<file path="config.mk">
export PLATFORM = sky130hd
export DESIGN_NAME = adder_arbiter
export DESIGN_NICKNAME = d
export VERILOG_FILES = /design/src/rtl/adder_arbiter.sv
export SDC_FILE = /design/constraint.sdc
export NUM_CORES = 1
export LEC_CHECK = 0
export ABC_AREA = 1
export ABC_CLOCK_PERIOD_IN_PS = 4210
export BUFFER_PORTS_ARGS = -buffer_cell sky130_fd_sc_hd__buf_4
export CORE_UTILIZATION = 50
export CTS_BUF_LIST = sky130_fd_sc_hd__clkbuf_2
export CTS_CLUSTER_DIAMETER = 60
export DETAILED_ROUTE_END_ITERATION = 8
export MAX_ROUTING_LAYER = met4
export PLACE_DENSITY = 0.79
export SLEW_MARGIN = 15
export SYNTH_ARGS = -nofsm -noshare
export SYNTH_HDL_FRONTEND = slang
export SYNTH_SLANG_ARGS = --single-unit
</file>
<file path="constraint.sdc">
create_clock -name clock -period 4.21 [get_ports clock]
set_input_delay 0.2105 -clock clock [delete_from_list [all_inputs] [get_ports clock]]
set_output_delay 0.2105 -clock clock [all_outputs]
set_load 0.03 [all_outputs]
</file>
<file path="src/rtl/adder_arbiter.sv">
// Round-robin arbiter sharing one registered 3-bit add unit between requesters A and B.
// Each accepted request takes IDLE -> EXEC -> RESP; results are tagged with the owner.
module adder_arbiter (
  input  logic       clock,
  input  logic       reset,
  input  logic       req_a,
  input  logic [2:0] op1_a,
  input  logic [2:0] op2_a,
  input  logic       mode_a,
  input  logic       req_b,
  input  logic [2:0] op1_b,
  input  logic [2:0] op2_b,
  input  logic       mode_b,
  output logic       grant_a,
  output logic       grant_b,
  output logic       valid,
  output logic [2:0] result,
  output logic       overflow,
  output logic       owner
);

  typedef enum logic [1:0] {
    IDLE = 2'd0,
    EXEC = 2'd1,
    RESP = 2'd2
  } state_t;

  state_t     state_r;
  logic       ptr_r;
  logic [2:0] op1_r;
  logic [2:0] op2_r;
  logic       mode_r;
  logic       win_b_s;
  logic [3:0] add_s;

  // Returns {overflow, sum[2:0]}; signed overflow is carry-out XOR carry into the sign bit.
  function automatic logic [3:0] add_ovf(input logic [2:0] a, input logic [2:0] b,
                                         input logic m);
    logic [3:0] sum;
    logic [2:0] low;
    logic       ovf;
    sum = {1'b0, a} + {1'b0, b};
    low = {1'b0, a[1:0]} + {1'b0, b[1:0]};
    if (m) begin
      ovf = sum[3] ^ low[2];
    end else begin
      ovf = sum[3];
    end
    return {ovf, sum[2:0]};
  endfunction

  // Winner selection: single requester wins, contention goes to the one not last served.
  always_comb begin
    win_b_s = 1'b0;
    if (req_a && req_b) begin
      win_b_s = ~ptr_r;
    end else if (req_b) begin
      win_b_s = 1'b1;
    end else begin
      win_b_s = 1'b0;
    end
  end

  // Add unit operating on the captured operands.
  always_comb begin
    add_s = add_ovf(op1_r, op2_r, mode_r);
  end

  // Sequencer FSM with registered handshake and result outputs.
  always_ff @(posedge clock) begin
    if (reset) begin
      state_r  <= IDLE;
      ptr_r    <= 1'b1;
      op1_r    <= 3'd0;
      op2_r    <= 3'd0;
      mode_r   <= 1'b0;
      grant_a  <= 1'b0;
      grant_b  <= 1'b0;
      valid    <= 1'b0;
      result   <= 3'd0;
      overflow <= 1'b0;
      owner    <= 1'b0;
    end else begin
      grant_a <= 1'b0;
      grant_b <= 1'b0;
      valid   <= 1'b0;
      case (state_r)
        IDLE: begin
          if (req_a || req_b) begin
            grant_a <= ~win_b_s;
            grant_b <= win_b_s;
            owner   <= win_b_s;
            ptr_r   <= win_b_s;
            op1_r   <= win_b_s ? op1_b  : op1_a;
            op2_r   <= win_b_s ? op2_b  : op2_a;
            mode_r  <= win_b_s ? mode_b : mode_a;
            state_r <= EXEC;
          end else begin
            state_r <= IDLE;
          end
        end
        EXEC: begin
          result   <= add_s[2:0];
          overflow <= add_s[3];
          valid    <= 1'b1;
          state_r  <= RESP;
        end
        RESP: begin
          state_r <= IDLE;
        end
        default: begin
          state_r <= IDLE;
        end
      endcase
    end
  end

endmodule

</file>
==> flow_summary_export.csv <==
group,metric,value,unit
status,status,"finished, final reports clean",
critical_path,crit_fanout,3,
sta,fin_ws,2.70,ns
global_routing,grt_pass1_vias,686,
global_routing,grt_pass1_wl,2.91,mm
yosys,syn_nets,139,
yosys,yosysWarnings,0,
cts,clock_latency,0.30,ns
placement,gp_congestion,0.777,
die,io_pins,26,
sta,final_hold_viol_count,0,
die,rows,14,
sta,setup_viol,0,
sta,final.period_utilization,0.358,
yosys,netlist_top_cells_count,"45 x nand2_1, 17 x dfxtp_1, 13 x nor2_1, 11 x inv_1, 11 x nand3_1",
cts,postCtsHoldBufs,0,
die,initial_core_util,0.537,
yosys,yosys.area.top_type,"dfxtp_1",
global_routing,overflow,0,
critical_path,end_kind,"register",
critical_path,required,4.48,ns
hold_path,worstHoldPathType,"in2reg",
sta,worst_pin_slew,0.435,ns
critical_path,crit_arrival,1.77,ns
sta,drv_slew,0,
finish,n_antenna_cell,0,
yosys,synth_area,818,µm²
global_routing,grt.total_usage,0.217,
finish,drive_gt1_frac,0.248,
cts,cts_num_sinks,17,
drt,drtIter0Drc,17,
cts,htreeDepth,1,
sta,setup_tns,0,ns
finish,area_growth,27.2,%
finish,fin_cells,161,
cts,numCtsBuffers,3,
drt,drtPass1Iterations,4,
finish,register_area,340,µm²
placement,dpl.cell_count,157,
cts,cts_tree,"yes",
drt,vias,782,
drt,drt_wl_total,1.70,mm
sta,relSlewSlack,0.709,
die,design.core.area,0.00152,mm²
global_routing,antenna_found_initial,0,
finish,final.fill_count,142,
run,drv_cap,0,
die,die_w,42.5,µm
finish,layout.nets,168,
power_and_ir_drop,p_total,351,µW
yosys,synth-async-reset-ratio,0,
drt,routedWlPerCell,10.6,µm
critical_path,cp-start-kind,"register",
finish,final_util,0.683,
die,die_h,42.5,µm
cts,ctsResizeCount,0,
drt,vias_per_cell,4.86,
yosys,ys_seq_area_frac,0.416,
cts,cts.reportedPaths.clkPinSlew,0.18,ns
sta,grt_setup_unrepaired,"no",
yosys,post-synth-top-count-cell,"nand2_1",
placement,dpl_worst_slack,2.75,ns
yosys,ys.flop_type,"dfxtp_1",
drt,drcViolationCount,0,
yosys,synth_edf_count,0,
yosys,ys_seq_elements,17,
power_and_ir_drop,p_leak,0.580,nW
critical_path,crit_type,"reg2reg",
yosys,yosysUniqueCellTypes,18,
finish,multiInputGateArea,420,µm²
cts,cts_buffer_depth,2,
power_and_ir_drop,power_density,337,mW/mm²
yosys,synth_area_per_cell,6.99,µm²
yosys,synth_cells,117,
global_routing,grt_max_degree,11,
sta,fin_skew,0.0107,ns
drt,antenna_left,0,
hold_path,hold_depth,2,
yosys,synth.area.top_cells,"dfxtp_1 42%, nand2_1 21%, nand3_1 6.7%",
cts,root_buffer,"clkbuf_2",
sta,max_freq,0.664,GHz
power_and_ir_drop,ir_worst_vdd,0.000229,V
cts,cts_setup_buffers,0,
critical_path,rr_worst_depth,10,
placement,hpwl,1.31,mm
placement,numPortBuffers,25,
sta,fin_crit,1.51,ns
die,dieArea,0.00180,mm²
yosys,synth_top_area_share,0.416,
-- layout make-up --
class                      count  share of cell area
multi-input combinational     85               0.404
sequential                    17               0.327
timing repair buffer          25               0.180
inverter                      14              0.0505
tap                           16              0.0192
clock buffer                   3              0.0144
clock inverter                 1             0.00481
-- layout by cell type (no fill, tap or decap), drive strengths merged, types with 3 or more instances in the layout --
| master | netlist | final |
|---|---|---|
| nor3 | 3 | 3 |
| o21ai | 4 | 4 |
| inv | 13 | 13 |
| nor2 | 15 | 15 |
| nand3 | 11 | 11 |
| clkbuf | 0 | 3 |
| buf | 1 | 25 |
| dfxtp | 17 | 17 |
| nand2 | 46 | 46 |
| ha | 3 | 3 |
-- sequential cells by signal, summed over array words and instances, names as in the netlist --
signal / flops
overflow: 1
mode_r: 1
op2_r: 3
ptr_r: 1
state_r: 2
grant_b: 1
owner: 1
op1_r: 3
grant_a: 1
result: 3
-- through the flow --
step	hold slack [ns]	instance area (µm²)
floorplan	0.417	818
finish	0.138	1040
CTS	0.117	1040
detailed placement	0.434	1020
global placement	0.431	1020
global route	0.110	1040
-- worst max-delay path, cell delays in order, from the launching register on --
cell and delay (ns):
dfxtp_1 0.38, ha_1 0.21, inv_1 0.07, fa_1 0.38, inv_1 0.08, nand2_1 0.06
inv_1 0.06, nand3_1 0.07, nand3_1 0.07, nand2_1 0.05, inv_1 0.04
-- report_power, final --
| part | internal [mW] | switching (mW) | total, mW | leakage, nW |
|---|---|---|---|---|
| clock | 0.0215 | 0.0538 | 0.0754 | 0.0164 |
| sequential | 0.176 | 0.00932 | 0.185 | 0.140 |
| combinational | 0.0371 | 0.0535 | 0.0907 | 0.424 |
-- cells by family after synthesis --
kind of cell	after synthesis	share of synthesized area
AND/OR/NAND/NOR	75	0.407
flip-flops	17	0.416
adder cells (fa/ha/maj)	4	0.0703
buffers and inverters	15	0.0703
AO/OA/AOI/OAI	6	0.0367
-- metal layers --
metal / wire length [µm] / GRT usage / up-vias / part of all wire
met5: 0 / - / - / 0
li1: - / - / 421 / -
met4: 14 / 0.0938 / 0 / 0.0082
met1: 829 / 0.282 / 332 / 0.49
met3: 88 / 0.0388 / 2 / 0.052
met2: 769 / 0.329 / 27 / 0.45
-- worst paths after layout --
check           start          to  slack, ns
min reg2reg     owner       owner       0.46
max          op2_r[0]    overflow       2.70
min             reset  state_r[1]       0.14
max reg2reg  op2_r[0]    overflow       2.70
Note: power is estimated with default switching activity, not from simulation.
